===== config.mk =====
export PLATFORM = sky130hd
export DESIGN_NAME = key_debounce
export DESIGN_NICKNAME = d
export VERILOG_FILES = /design/src/rtl/de2_key_pkg.sv /design/src/rtl/key_debounce_chan.sv /design/src/rtl/key_debounce.sv
export SDC_FILE = /design/constraint.sdc
export NUM_CORES = 1
export LEC_CHECK = 0
export BUFFER_PORTS_ARGS = -buffer_cell sky130_fd_sc_hd__buf_2
export CAP_MARGIN = 20
export CORE_MARGIN = 5
export CORE_UTILIZATION = 41
export CTS_CLUSTER_DIAMETER = 40
export DETAILED_ROUTE_END_ITERATION = 12
export SLEW_MARGIN = 20
export SYNTH_ARGS = -nofsm -noshare
export SYNTH_HDL_FRONTEND = slang
export SYNTH_SLANG_ARGS = --single-unit

===== constraint.sdc =====
create_clock -name CLOCK_50 -period 2.2 [get_ports CLOCK_50]
set_input_delay 0.44 -clock CLOCK_50 [delete_from_list [all_inputs] [get_ports CLOCK_50]]
set_output_delay 0.44 -clock CLOCK_50 [all_outputs]
set_load 0.05 [all_outputs]

===== src/rtl/de2_key_pkg.sv =====
// Shared definitions for the DE2 push-button conditioning path.
//   chan_state_t : per-key debounce state
//   cnt_width    : bits needed to hold values 0..max_val (minimum 1)
//   max_u        : larger of two unsigned values, for sizing shared counters
package de2_key_pkg;

  typedef enum logic [1:0] {
    RELEASED,
    PRESS_PENDING,
    HELD,
    RELEASE_PENDING
  } chan_state_t;

  function automatic int unsigned cnt_width(input int unsigned max_val);
    if (max_val < 2) begin
      return 1;
    end
    return $clog2(max_val + 1);
  endfunction

  function automatic int unsigned max_u(input int unsigned a,
                                        input int unsigned b);
    return (a > b) ? a : b;
  endfunction

endpackage


===== src/rtl/key_debounce_chan.sv =====
// One push-button channel: 2-flop synchroniser, debounce counter, four-state
// FSM and optional auto-repeat counter. All outputs are registered.
//   clk            : system clock
//   rst_n          : asynchronous active-low reset
//   key_n          : raw key pin, active-low, asynchronous to clk
//   level          : debounced key state, 1 = pressed
//   strobe_press   : one-cycle pulse on an accepted press
//   strobe_release : one-cycle pulse on an accepted release
//   strobe_repeat  : one-cycle auto-repeat pulse while held
module key_debounce_chan
  import de2_key_pkg::*;
#(
  parameter int unsigned DEBOUNCE_CYCLES = 1_000_000,
  parameter int unsigned REPEAT_DELAY    = 25_000_000,
  parameter int unsigned REPEAT_RATE     = 5_000_000
) (
  input  logic clk,
  input  logic rst_n,
  input  logic key_n,
  output logic level,
  output logic strobe_press,
  output logic strobe_release,
  output logic strobe_repeat
);

  localparam int unsigned DW = cnt_width(DEBOUNCE_CYCLES);
  localparam logic [DW-1:0] DB_LAST = DW'(DEBOUNCE_CYCLES - 1);

  // Synchroniser; both stages reset to the released level of the pin.
  logic sync_a;
  logic sync_b;
  logic raw_s;

  always_ff @(posedge clk or negedge rst_n) begin
    if (!rst_n) begin
      sync_a <= 1'b1;
      sync_b <= 1'b1;
    end else begin
      sync_a <= key_n;
      sync_b <= sync_a;
    end
  end

  assign raw_s = ~sync_b;

  // Debounce counter: runs only while the synchronised input disagrees with
  // the accepted level; any agreeing cycle restarts it.
  logic [DW-1:0] db_cnt;
  logic          level_q;
  logic          differ;
  logic          term;

  assign differ = (raw_s != level_q);
  assign term   = differ && (db_cnt == DB_LAST);

  always_ff @(posedge clk or negedge rst_n) begin
    if (!rst_n) begin
      db_cnt <= '0;
    end else if (!differ || term) begin
      db_cnt <= '0;
    end else begin
      db_cnt <= db_cnt + DW'(1);
    end
  end

  // FSM state register
  chan_state_t state;
  chan_state_t state_nxt;

  always_ff @(posedge clk or negedge rst_n) begin
    if (!rst_n) begin
      state <= RELEASED;
    end else begin
      state <= state_nxt;
    end
  end

  // FSM next state. With DEBOUNCE_CYCLES = 1 the terminal count is already
  // true on the first disagreeing cycle, so the stable states can skip their
  // pending state.
  always_comb begin
    state_nxt = state;
    unique case (state)
      RELEASED: begin
        if (raw_s) begin
          state_nxt = term ? HELD : PRESS_PENDING;
        end
      end
      PRESS_PENDING: begin
        if (!raw_s) begin
          state_nxt = RELEASED;
        end else if (term) begin
          state_nxt = HELD;
        end
      end
      HELD: begin
        if (!raw_s) begin
          state_nxt = term ? RELEASED : RELEASE_PENDING;
        end
      end
      RELEASE_PENDING: begin
        if (raw_s) begin
          state_nxt = HELD;
        end else if (term) begin
          state_nxt = RELEASED;
        end
      end
      default: state_nxt = RELEASED;
    endcase
  end

  // FSM outputs, computed one cycle ahead and registered below.
  logic level_nxt;
  logic press_nxt;
  logic release_nxt;

  always_comb begin
    level_nxt   = 1'b0;
    press_nxt   = 1'b0;
    release_nxt = 1'b0;
    if (state_nxt == HELD || state_nxt == RELEASE_PENDING) begin
      level_nxt = 1'b1;
    end
    if (term && !level_q) begin
      press_nxt = 1'b1;
    end
    if (term && level_q) begin
      release_nxt = 1'b1;
    end
  end

  logic press_q;
  logic release_q;

  always_ff @(posedge clk or negedge rst_n) begin
    if (!rst_n) begin
      level_q   <= 1'b0;
      press_q   <= 1'b0;
      release_q <= 1'b0;
    end else begin
      level_q   <= level_nxt;
      press_q   <= press_nxt;
      release_q <= release_nxt;
    end
  end

  assign level          = level_q;
  assign strobe_press   = press_q;
  assign strobe_release = release_q;

  // Auto-repeat
  generate
    if (REPEAT_DELAY == 0) begin : g_no_repeat
      assign strobe_repeat = 1'b0;
    end else begin : g_repeat
      localparam int unsigned RW = cnt_width(max_u(REPEAT_DELAY, REPEAT_RATE));
      localparam logic [RW-1:0] DELAY_LAST = RW'(REPEAT_DELAY - 1);
      localparam logic [RW-1:0] RATE_LAST  = RW'(REPEAT_RATE - 1);

      logic [RW-1:0] rpt_cnt;
      logic          first;
      logic          rpt_q;
      logic [RW-1:0] rpt_last;

      assign rpt_last = first ? DELAY_LAST : RATE_LAST;

      // The press edge clears the count, so the first pulse lands exactly
      // REPEAT_DELAY cycles after the press strobe. The release edge
      // suppresses a pulse so it can never coincide with key_release.
      always_ff @(posedge clk or negedge rst_n) begin
        if (!rst_n) begin
          rpt_cnt <= '0;
          first   <= 1'b1;
          rpt_q   <= 1'b0;
        end else if (press_nxt || !level_q || release_nxt) begin
          rpt_cnt <= '0;
          first   <= 1'b1;
          rpt_q   <= 1'b0;
        end else if (rpt_cnt == rpt_last) begin
          rpt_cnt <= '0;
          first   <= 1'b0;
          rpt_q   <= 1'b1;
        end else begin
          rpt_cnt <= rpt_cnt + RW'(1);
          rpt_q   <= 1'b0;
        end
      end

      assign strobe_repeat = rpt_q;
    end
  endgenerate

endmodule


===== src/rtl/key_debounce.sv =====
// DE2 push-button conditioner: N_KEYS independent debounce channels.
//   CLOCK_50    : 50 MHz system clock
//   RESET_N     : asynchronous active-low reset
//   key_in      : raw KEY pins, active-low
//   key_level   : debounced level per key, 1 = pressed
//   key_press   : one-cycle press strobe per key
//   key_release : one-cycle release strobe per key
//   key_repeat  : one-cycle auto-repeat strobe per key
module key_debounce
  import de2_key_pkg::*;
#(
  parameter int unsigned N_KEYS          = 4,
  parameter int unsigned DEBOUNCE_CYCLES = 1_000_000,
  parameter int unsigned REPEAT_DELAY    = 25_000_000,
  parameter int unsigned REPEAT_RATE     = 5_000_000
) (
  input  logic              CLOCK_50,
  input  logic              RESET_N,
  input  logic [N_KEYS-1:0] key_in,
  output logic [N_KEYS-1:0] key_level,
  output logic [N_KEYS-1:0] key_press,
  output logic [N_KEYS-1:0] key_release,
  output logic [N_KEYS-1:0] key_repeat
);

  generate
    for (genvar i = 0; i < N_KEYS; i++) begin : g_chan
      key_debounce_chan #(
        .DEBOUNCE_CYCLES(DEBOUNCE_CYCLES),
        .REPEAT_DELAY   (REPEAT_DELAY),
        .REPEAT_RATE    (REPEAT_RATE)
      ) u_chan (
        .clk           (CLOCK_50),
        .rst_n         (RESET_N),
        .key_n         (key_in[i]),
        .level         (key_level[i]),
        .strobe_press  (key_press[i]),
        .strobe_release(key_release[i]),
        .strobe_repeat (key_repeat[i])
      );
    end
  endgenerate

endmodule

# --- After elaboration in Yosys (flattened, before gate mapping) ---
# Cells that the tools add are included.
op_classes:
  n_reduce_logical: 44
  n_mux: 80
  bitwise_logic: 4
  n_eq_ne: 32
  n_addsub: 8
ops:
  columns: ["op", "count"]
  rows:
  - ["25-bit 2-to-1 mux", 12]
  - ["25-bit by 1-bit adder with 25-bit output, second input constant", 4]
  - ["25-bit equality test", 4]
  - ["20-bit by 1-bit adder with 20-bit output, second input constant", 4]
  - ["20-bit equality test, second input constant", 4]
  - ["20-bit 2-to-1 mux", 4]
  - ["2-bit 2-to-1 mux", 32]
  - ["2-bit equality test, second input constant", 16]
  - ["2-bit case mux with 4 select lines", 4]
  - ["1-bit 2-to-1 mux", 28]
  - ["1-bit logical OR", 16]
  - ["1-bit logical AND", 12]
  - ["2-bit by 1-bit equality test with 1-bit output, second input constant", 4]
  - ["1-bit zero test", 8]
  - ["2-bit zero test", 4]
  - ["2-bit nonzero test", 4]
  - ["1-bit inequality test", 4]
  - ["1-bit inverter", 4]
totals:
  out_inout_bits: 16
  elab_cells: 208
  register_bits: 216
  input_bits: 6

# --- Depth between registers and ports, before layout ---
# Gate-level depths: netlist of the first run.
depth:
  word_depth: 9
  mapped_depth: 7
  mapped_depth_nobuf: 5

# --- By module ---
# Synthesis of the first run repeated with hierarchy kept, for this count alone.
unflattened:
  cells_unflattened: 1072
  area_unflattened_um2: 10770.3
by_module_without_submodules:
  columns: ["module", "seq_area_each_um2", "cells_per_inst", "area_each_um2", "instances"]
  rows:
  - ["key_debounce_chan", 1330.0, 268, 2692.6, 4]

# --- Least setup slack after synthesis of the first run ---
# No wires, ideal clock.
synth_timing:
  kind: "register to register"
  from: "register g_chan[2].u_chan.g_repeat.rpt_cnt[7]"
  to: "register g_chan[2].u_chan.g_repeat.rpt_cnt[19]"
  period_less_slack_ns: 2.178
  setup_ns: 0.150
  setup_slack_ns: 0.022
  n_path_buf: 1
  path_stages_with_launch: 6
  arrival_ns: 2.028
  required_time_ns: 2.050
  path_cell_list: "dfrtp_1 or4b_1 or4_4 a2111oi_4 buf_6 a211oi_1"
synth_via:
  elab_chain_cells: 3
  elab_cells_between_ends: 4
  classes_between: "add/sub: 1; eq/ne: 1; mux: 2"
synth_rtl:
  columns: ["element", "line", "text"]
  rows:
  - ["from (decl)", "key_debounce_chan.sv:160", "logic [RW-1:0] rpt_cnt;"]
  - ["from (signal assigned)", "key_debounce_chan.sv:184", "rpt_cnt <= rpt_cnt + RW'(1);"]
  - ["25-bit by 1-bit adder with 25-bit output / 25-bit equality test (equally long branches)", "key_debounce_chan.sv:184, key_debounce_chan.sv:179", null]
  - ["25-bit 2-to-1 mux (*)", "key_debounce_chan.sv:179", "end else if (rpt_cnt == rpt_last) begin"]
  - ["25-bit 2-to-1 mux (*)", "key_debounce_chan.sv:175", "end else if (press_nxt || !level_q || release_nxt) begin"]
# Every way passes the cells marked *; elsewhere a longest branch is shown, timed or not.
# A chain may end at the register's enable or synchronous reset.

# --- Final worst setup path of the first run ---
layout_timing:
  from: "register g_chan[0].u_chan.db_cnt[0]"
  to: "register g_chan[0].u_chan.state[1]"
layout_via:
  elab_chain_cells: 5
  elab_cells_between_ends: 11
  classes_between: "eq/ne: 1; mux: 9; reduce/logical: 1"
layout_rtl:
  columns: ["element", "line", "text"]
  rows:
  - ["from (decl)", "key_debounce_chan.sv:48", "logic [DW-1:0] db_cnt;"]
  - ["from (signal assigned)", "key_debounce_chan.sv:62", "db_cnt <= db_cnt + DW'(1);"]
  - ["20-bit equality test (*)", "key_debounce_chan.sv:54", "assign term = differ && (db_cnt == DB_LAST);"]
  - ["1-bit logical AND (*)", "key_debounce_chan.sv:54", null]
  - ["2-bit 2-to-1 mux, on equally long branches (2 in a row)", null, null]
  - ["2-bit case mux with 4 select lines (*)", "key_debounce_chan.sv:83", "unique case (state)"]
  - ["named net g_chan[0].u_chan.state_nxt[1]", "key_debounce_chan.sv:68", "chan_state_t state_nxt;"]
  - ["to (signal assigned)", "key_debounce_chan.sv:74", "state <= state_nxt;"]
  - ["to (decl)", "key_debounce_chan.sv:67", "chan_state_t state;"]
# Mark *: on every way through the listed nets, which the timed path passes. The rest lies on a longest branch.

==> flow_summary.yaml, run 1 <==
outcome:
  status: "finished, final reports clean"
clock_network:
  worst_skew_pair.late_latency_ps: 490
  h-tree-depth: 2
  numCtsBuffers: 35
  clk_pin_slew_ps: 50
  root_buffer: "clkbuf_16"
  cts_tree: "done"
  cts_buffer_depth: 3
  clkSinkCount: 212
yosys:
  synthMostInstantiatedCell: "dfrtp_1"
  ys_ff_latch: 212
  synthTopCellsByArea: "dfrtp_1 46%, xnor2_1 5.2%, nor3_1 3.4%"
  async_flop_share: 1.00
  synth_area_um2: 10800
  ys_seq_area_frac: 0.494
  synth_fp_nets: 1094
  synth_top_area_frac: 0.464
  yosys_most_used_dff: "dfrtp_1"
  synth_cells: 1080
  synth_commonest_cells: "200 x dfrtp_1, 73 x nor3_1, 67 x nor2_1"
  synth_area_per_cell_um2: 9.98
  yosys.area.top_type: "dfrtp_1"
  synth_edf_count: 0
  yosys_warnings: 0
  synth.distinct_cells: 56
setup_path:
  max_stage_delay_ps: 620
  cp.arrival_ps: 2480
  worst-setup-path-type: "reg2reg"
  endpoint_kind: "flip-flop"
  crit_chain: "ha_1 > nand2_1 > or4_1 > or2_2 > a211o_1"
  critPathLaunchType: "flip-flop"
  cp_slowest_cell: "or4_1"
  crit_fanout: 4
  worst_ep_required_time_ps: 2570
sta:
  fin_worst_skew_ps: 14.6
  slew_violations: 0
  period_minus_slack_ps: 2110
  setup_viol: 0
  fmax_ghz: 0.475
  relSlewSlack: 0.604
  finalCritPeriodShare: 0.958
  worst_pin_slew_ps: 589
  hold_viol: 0
place:
  gp_congestion: 0.796
  post-dp-hpwl_um: 14500
  port_buffers: 21
  dpl_cell_area_um2: 11400
global_routing:
  grt_overflow_total: 0
  use_met1: 0.214
  grt_use_met3: 0.0316
  antenna_found_initial: 0
  grtUsageMet2: 0.252
  grt_first_pass_wirelength_um: 39100
  track_usage: 0.155
  top_usage_layer: "met2"
  grt_max_degree: 61
  first_global_vias: 8279
pwr:
  vdd_ir_drop_max_uv: 633
  totalPowerFinal_w: 0.00949
  intPower_w: 0.00744
  clock_power_share: 0.565
  p_sw_frac: 0.216
  power_frac_comb: 0.018
  leakage_nw: 4.87
  p_sw_w: 0.00205
  sequentialPowerShare: 0.418
  p_per_area_nw_per_um2: 748
die:
  die_w_um: 172
  dieArea_um2: 29600
  num_rows: 59
  ioPinCount: 22
  core_um2: 26000
  start_util: 0.415
  die_h_um: 172
cells_and_area:
  n_fill_cell: 2423
  finalInstanceArea_um2: 12700
  nets: 1147
  drive_gt1_frac: 0.159
  area_growth_pct: 17.7
  diodes: 0
drt:
  post_drt_wl_per_cell_um: 14.7
  drtIter0Drc: 492
  ant_nets: 0
  drcViolationCount: 0
  vias: 8156
  wl_um: 22000
  drtPass1Iterations: 5
  via_per_inst: 5.46
worst_hold_path:
  hold_path_class: "in2reg"
flow_run:
  cap_violations: 0
[flip-flops by register name, summed over array words and instances (netlist names)]
| name | count |
|---|---|
| g_chan.u_chan.level | 4 |
| g_chan.u_chan.sync_a | 4 |
| g_chan.u_chan.strobe_release | 4 |
| g_chan.u_chan.strobe_repeat | 4 |
| g_chan.u_chan.db_cnt | 80 |
| g_chan.u_chan.state | 4 |
| g_chan.u_chan.g_repeat.first | 4 |
| g_chan.u_chan.strobe_press | 4 |
| g_chan.u_chan.g_repeat.rpt_cnt | 100 |
| g_chan.u_chan.sync_b | 4 |
[critical path, delay by kind of cell (launching register included)]
| family | cells | cell delay [ps] |
|---|---|---|
| simple gates | 3 | 1080 |
| flops | 1 | 390 |
| fa+ha+maj | 1 | 230 |
| compound gates | 1 | 300 |
[placed cells by master (no fill, tap or decap), types with 28 or more instances in the layout]
cell	n
nand2_1	56
xor2_1	34
nand3_1	53
dfrtp_1	199
xnor2_1	64
o21ai_0	48
a211oi_1	39
buf_4	45
nor3_1	73
a21oi_1	28
clkbuf_16	37
or4_1	29
nor2_1	67
inv_1	40
nand4_1	44
or3_1	51
[repair_timing]
item | CTS | global route
hold buffers | 1 | 0
setup buffers | 0 | 5
endpoints found under the hold margin | 50 | 0
gates resized for setup | 0 | 12
endpoints found under the setup margin | 0 | 13
[layout make-up]
class | instances | area (µm²) | share of cell area
Clock buffer | 44 | 992 | 0.0782
Clock inverter | 19 | 178 | 0.0140
Multi-Input combinational cell | 771 | 5040 | 0.397
Timing Repair Buffer | 73 | 583 | 0.0460
Sequential cell | 212 | 5320 | 0.419
Inverter | 40 | 150 | 0.0118
Tap cell | 335 | 419 | 0.0330
[logic make-up after synthesis]
logic type	after synthesis	synth area share
simple gates	497	0.263
buf+inv	98	0.0452
xor+xnor	98	0.0796
flops	212	0.494
compound gates	167	0.110
fa+ha+maj	8	0.00929
[per-layer routing]
metal	wire length (µm)	vias to the layer above	share of wire
li1	-	4084	-
met1	10600	3959	0.48
met2	10200	82	0.47
met4	401	0	0.018
met5	0	-	0
met3	762	31	0.035
[path summary, 6_finish.rpt]
| kind | start | endpoint | slack [ps] | depth (start not counted) |
|---|---|---|---|---|
| max | g_chan[0].u_chan.db_cnt[0] | g_chan[0].u_chan.state[1] | 90 | 5 |
| min | key_in[0] | g_chan[0].u_chan.sync_a | 50 | 1 |
| max reg2reg | g_chan[0].u_chan.db_cnt[0] | g_chan[0].u_chan.state[1] | 90 | 5 |
| min reg2reg | g_chan[1].u_chan.sync_a | g_chan[1].u_chan.sync_b | 350 | 0 |
| max in group asynchronous | RESET_N | g_chan[0].u_chan.sync_b | 1000 | 3 |
| min in group asynchronous | RESET_N | g_chan[1].u_chan.db_cnt[0] | 490 | 2 |
[through the flow]
| step | setup WS, ps | setup TNS (ps) | utilization | std cells | hold WS [ps] |
|---|---|---|---|---|---|
| floorplan | 22.1 | 0 | - | 1080 | 144 |
| global placement | 105 | 0 | 0.439 | 1424 | 350 |
| detailed placement | 52.3 | 0 | 0.439 | 1424 | 351 |
| CTS | 51.7 | 0 | 0.485 | 1488 | 23.7 |
| global route | -7.36 | -7.36 | 0.488 | 1494 | 24.6 |
| finish | 93.4 | 0 | 0.488 | 1494 | 50.3 |
[power groups by stage]
| stage | combinational (W) | clock, W | sequential (W) |
|---|---|---|---|
| 3_5_place_dp | 0.000176 | 0 | 0.00403 |
| 4_1_cts | 0.000179 | 0.00552 | 0.00396 |
| 3_3_place_gp | 0.000174 | 0 | 0.00403 |
| 6_report | 0.000169 | 0.00536 | 0.00396 |
| 2_1_floorplan | 0.0000558 | 0 | 0.00402 |
| 5_1_grt | 0.000200 | 0.00570 | 0.00396 |
Power figures use the tool's default switching activity.
==> inputs of run 2 (changes only) <==
--- a/config.mk
+++ b/config.mk
@@ -10,7 +10,9 @@
 export CORE_MARGIN = 5
 export CORE_UTILIZATION = 41
 export CTS_CLUSTER_DIAMETER = 40
+export CTS_CLUSTER_SIZE = 28
 export DETAILED_ROUTE_END_ITERATION = 12
+export SETUP_SLACK_MARGIN = 0.1
 export SLEW_MARGIN = 20
 export SYNTH_ARGS = -nofsm -noshare
 export SYNTH_HDL_FRONTEND = slang
==> run 2 against run 1 <==
Sequential share of layout area shrank 2.2 points. Final area increased by 5.6%. Count of clock-buffer cells in the layout decreased by 1. Combinational power up 5%. Clock power rose by 20%. Setup slack got worse by 39 ps. Critical path type unchanged. Highest routed layer unchanged.
==> flow_summary.yaml, run 2 (same netlist as run 1, synthesis figures left out) <==
sta:
  setup_viol: 0
  relSlewSlack: 0.654
  setup_slack_ps: 54.1
  finalSetupTns_ps: 0
  whs_ps: 28.5
  finalCritPeriodShare: 0.975
  worst_pin_slew_ps: 520
  hold_viol: 0
  slew_violations: 0
  fmax_ghz: 0.466
  fin_worst_skew_ps: 15.7
  rsz0062_at_grt: "true"
  period_minus_slack_ps: 2150
global_routing:
  track_usage: 0.152
  grt_max_degree: 64
  first_global_vias: 7939
  antenna_found_initial: 0
  grt_first_pass_wirelength_um: 38400
  grt_overflow_total: 0
setup_path:
  crit_fanout: 7
  cp_slowest_cell: "or4b_4"
  crit_chain: "or4b_4 > or4_4 > o31ai_4 > buf_12 > clkbuf_16 > a211oi_1"
  r2r_setup_slack_ps: 50
  worst_ep_required_time_ps: 2570
  endpoint_kind: "flip-flop"
  worst-setup-path-type: "reg2reg"
  max_stage_delay_ps: 530
  cp.arrival_ps: 2520
  critPathLaunchType: "flip-flop"
cells_and_area:
  top_register: "g_chan.u_chan.g_repeat.rpt_cnt"
  area_growth_pct: 24.3
  finalInstanceArea_um2: 13400
  largestRegisters: "g_chan.u_chan.g_repeat.rpt_cnt x100, g_chan.u_chan.db_cnt x80"
  largest_register_ffs: 100
  drive_gt1_frac: 0.209
  mostFrequentLayoutCells: "198 x dfrtp_1, 66 x nor2_1, 64 x xnor2_1, 59 x nor3_1, 57 x buf_4"
  fin_cells: 1524
  diodes: 0
  nets: 1174
  mostFrequentLayoutCell: "dfrtp_1"
pwr:
  vdd_ir_drop_max_uv: 628
  intPower_w: 0.00842
  p_sw_w: 0.00217
  p_per_area_nw_per_um2: 791
  p_sw_frac: 0.205
  clock_power_share: 0.609
  sequentialPowerShare: 0.374
  leakage_nw: 5.15
  power_frac_comb: 0.017
drt:
  drcViolationCount: 0
  drtPass1Iterations: 4
  vias: 8356
  via_per_inst: 5.48
  wl_um: 22700
  drtIter0Drc: 403
  post_drt_wl_per_cell_um: 14.9
  ant_nets: 0
die:
  core_um2: 26000
  start_util: 0.415
  num_rows: 59
  die_w_um: 172
  ioPinCount: 22
  dieArea_um2: 29600
  die_h_um: 172
worst_hold_path:
  hold_path_class: "in2reg"
place:
  port_buffers: 21
  dpl_cell_area_um2: 11500
  placedCellCount: 1433
  post-dp-hpwl_um: 14300
  place_ws_ps: 39.2
  gp_congestion: 0.801
clock_network:
  cts_buffer_depth: 3
  numCtsBuffers: 37
  h-tree-depth: 2
  cts_tree: "done"
  root_buffer: "clkbuf_16"
  worst_skew_pair.late_latency_ps: 510
  clk_pin_slew_ps: 50
  clkSinkCount: 212
outcome:
  status: "finished, final reports clean"
flow_run:
  cap_violations: 0
[run 2: layer usage]
layer | part of all wire | global-route usage
met4 | 0.024 | 0.0441
met1 | 0.49 | 0.222
met5 | 0 | 0
met2 | 0.45 | 0.232
met3 | 0.040 | 0.0286
[run 2: worst paths after layout]
path | startpoint | end | cells past startpoint
worst max-delay path | g_chan[3].u_chan.db_cnt[10] | g_chan[3].u_chan.g_repeat.rpt_cnt[24] | 6
worst min-delay path | key_in[1] | g_chan[1].u_chan.sync_a | 1
worst max register to register | g_chan[3].u_chan.db_cnt[10] | g_chan[3].u_chan.g_repeat.rpt_cnt[24] | 6
worst min register to register | g_chan[3].u_chan.sync_a | g_chan[3].u_chan.sync_b | 0
max in group asynchronous | RESET_N | g_chan[3].u_chan.g_repeat.first | 3
min in group asynchronous | RESET_N | g_chan[0].u_chan.db_cnt[16] | 2
[run 2: cell type report]
cell class                 count  area, µm²
clock buffer                  43        988
fill                        2335      12600
timing repair buffer          99        867
sequential                   212       5320
inverter                      40        150
tap                          335        419
multi-input combinational    770       5220
clock inverter                25        428
[run 2: power by group through the flow]
stage	Clock [W]	Combinational (W)	Sequential [W]
after floorplan	0	0.0000558	0.00402
after global placement	0	0.000181	0.00403
after detailed placement	0	0.000182	0.00403
after CTS	0.00660	0.000185	0.00396
after global routing	0.00678	0.000213	0.00396
final	0.00645	0.000178	0.00396
[run 2: critical path: cells and delay by family, from the launching register on]
kind	cells	cell delay (ps)
buffers and inverters	2	330
and+or+nand+nor	2	990
DFF	1	380
AOI/OAI and AO/OA	2	280
[run 2: per-stage QoR]
stage | power (W) | utilization
finish | 0.0106 | 0.516
global route | 0.0110 | 0.516
CTS | 0.0107 | 0.498
detailed placement | 0.00421 | 0.443
global placement | 0.00421 | 0.443
floorplan | 0.00408 | -
[run 2: repair_timing]
| item | in CTS | in global routing |
|---|---|---|
| hold endpoints to repair | 53 | 0 |
| setup endpoints to repair | 8 | 116 |
| gates cloned | 0 | 6 |
| buffers inserted | 0 | 16 |
| resized for setup | 4 | 54 |
| pin swaps | 0 | 29 |
| hold buffers | 1 | 0 |
==> inputs of run 3 (changes only) <==
--- a/config.mk
+++ b/config.mk
@@ -12,7 +12,7 @@
 export CTS_CLUSTER_DIAMETER = 40
 export CTS_CLUSTER_SIZE = 28
 export DETAILED_ROUTE_END_ITERATION = 12
-export SETUP_SLACK_MARGIN = 0.1
+export SETUP_SLACK_MARGIN = 0.15
 export SLEW_MARGIN = 20
 export SYNTH_ARGS = -nofsm -noshare
 export SYNTH_HDL_FRONTEND = slang
==> run 3 against run 2 <==
Register-to-register slack barely moved. Die area did not move. Non-clock buffer count rose by 16.
==> flow_summary.yaml, run 3 (same netlist as run 1, synthesis figures left out) <==
setup_path:
  crit_chain: "or4b_1 > or4_4 > a2111oi_4 > buf_4 > buf_8 > nor2b_4"
  endpoint_kind: "flip-flop"
  critPathLaunchType: "flip-flop"
  cp_slowest_cell: "or4b_1"
  max_stage_delay_ps: 510
  worst-setup-path-type: "reg2reg"
  crit_fanout: 8
  cp.arrival_ps: 2580
  worst_ep_required_time_ps: 2640
drt:
  ant_nets: 0
  via_per_inst: 5.49
  post_drt_wl_per_cell_um: 14.9
  vias: 8467
  drtIter0Drc: 359
  drcViolationCount: 0
  wl_um: 23000
  drtPass1Iterations: 4
cells_and_area:
  fin_util: 0.516
  nets: 1192
  diodes: 0
  largest_register_ffs: 100
  area_growth_pct: 24.5
  largestRegisters: "g_chan.u_chan.g_repeat.rpt_cnt x100, g_chan.u_chan.db_cnt x80"
  fin_cells: 1543
  drive_gt1_frac: 0.219
  mostFrequentLayoutCell: "dfrtp_1"
  mostFrequentLayoutCells: "192 x dfrtp_1, 72 x buf_4, 67 x nor2_1, 64 x xnor2_1, 57 x nor3_1"
  top_register: "g_chan.u_chan.g_repeat.rpt_cnt"
clock_network:
  root_buffer: "clkbuf_16"
  numCtsBuffers: 39
  cts_buffer_depth: 3
  h-tree-depth: 2
  worst_skew_pair.late_latency_ps: 510
  clk_pin_slew_ps: 60
  clkSinkCount: 212
  cts_tree: "done"
die:
  start_util: 0.415
  die_h_um: 172
  ioPinCount: 22
  core_um2: 26000
  num_rows: 59
  dieArea_um2: 29600
  die_w_um: 172
pwr:
  clock_power_share: 0.598
  leakage_nw: 5.20
  vdd_ir_drop_max_uv: 557
  p_per_area_nw_per_um2: 768
  intPower_w: 0.00809
  sequentialPowerShare: 0.385
  power_frac_comb: 0.017
  p_sw_frac: 0.215
  p_sw_w: 0.00221
place:
  gp_congestion: 0.795
  post-dp-hpwl_um: 14400
  port_buffers: 21
  place_ws_ps: 20.6
  placedCellCount: 1431
sta:
  setup_slack_ps: 52.2
  finalSetupTns_ps: 0
  rsz0062_at_grt: "true"
  hold_viol: 0
  fin_worst_skew_ps: 21.3
  finalCritPeriodShare: 0.976
  relSlewSlack: 0.578
  fmax_ghz: 0.466
  worst_pin_slew_ps: 628
  whs_ps: 36.6
  slew_violations: 0
  period_minus_slack_ps: 2150
  setup_viol: 0
worst_hold_path:
  hold_path_class: "in2reg"
flow_run:
  cap_violations: 0
global_routing:
  grt_overflow_total: 0
  antenna_found_initial: 0
  first_global_vias: 8245
  grt_first_pass_wirelength_um: 39200
  grt_max_degree: 58
  track_usage: 0.155
outcome:
  status: "finished, final reports clean"
[run 3: changes by cell type in the layout (fill, tap and decap cells not counted), sizes merged]
cell,delta
buf,+15
bufinv,-5
clkbuf,+6
clkinv,-2
clkinvlp,+1
inv,+4
[run 3: power by group through the flow]
stage / Combinational (W) / Sequential (W) / Clock (W)
floorplan: 0.0000558 / 0.00402 / 0
global placement: 0.000174 / 0.00403 / 0
detailed placement: 0.000176 / 0.00403 / 0
CTS: 0.000179 / 0.00396 / 0.00632
global route: 0.000208 / 0.00396 / 0.00654
finish: 0.000178 / 0.00396 / 0.00616
[run 3: worst max-delay path, delay by kind of cell (launching register included)]
family          cells  cell delay [ps]
buf+inv             2              340
compound gates      1              240
flops               1              370
simple gates        3             1130
[run 3: area by class of cell]
type,count,area [µm²]
Timing Repair Buffer,115,1000
Clock inverter,23,293
Multi-Input combinational cell,770,5150
Tap cell,335,419
Clock buffer,48,1070
Sequential cell,212,5330
Inverter,40,150
Fill cell,2379,12600
[run 3: final timing paths]
check                                                     start                        endpoint  slack (ps)  cells after the start
min in group asynchronous                               RESET_N     g_chan[1].u_chan.db_cnt[12]         460                      2
min                                                   key_in[0]         g_chan[0].u_chan.sync_a          40                      1
max reg2reg                g_chan[2].u_chan.g_repeat.rpt_cnt[7]  g_chan[2].u_chan.strobe_repeat          50                      6
max in group asynchronous                               RESET_N         g_chan[2].u_chan.sync_b        1060                      3
min reg2reg                             g_chan[2].u_chan.sync_a         g_chan[2].u_chan.sync_b         350                      0
max                        g_chan[2].u_chan.g_repeat.rpt_cnt[7]  g_chan[2].u_chan.strobe_repeat          50                      6
[run 3: per-layer routing]
| metal | part of all wire | wire length (µm) | vias up | global-route usage |
|---|---|---|---|---|
| li1 | - | - | 4186 | - |
| met1 | 0.48 | 11100 | 4149 | 0.218 |
| met2 | 0.47 | 10700 | 95 | 0.244 |
| met3 | 0.036 | 824 | 37 | 0.0286 |
| met4 | 0.017 | 385 | 0 | 0.0461 |
| met5 | 0 | 0 | - | 0 |
[run 3: repair_timing]
action,4_1_cts,5_1_grt
endpoints found under the hold margin,49,0
setup endpoints to repair,46,144
hold buffers,1,0
resized for setup,9,27
pin swaps,4,12
setup buffers,9,26
cloned,0,5
[run 3: per-stage QoR]
stage / power [W] / cell area [µm²]
detailed placement: 0.00420 / 11600
global placement: 0.00420 / 11600
finish: 0.0103 / 13400
CTS: 0.0105 / 13100
global route: 0.0107 / 13400
floorplan: 0.00408 / 10900
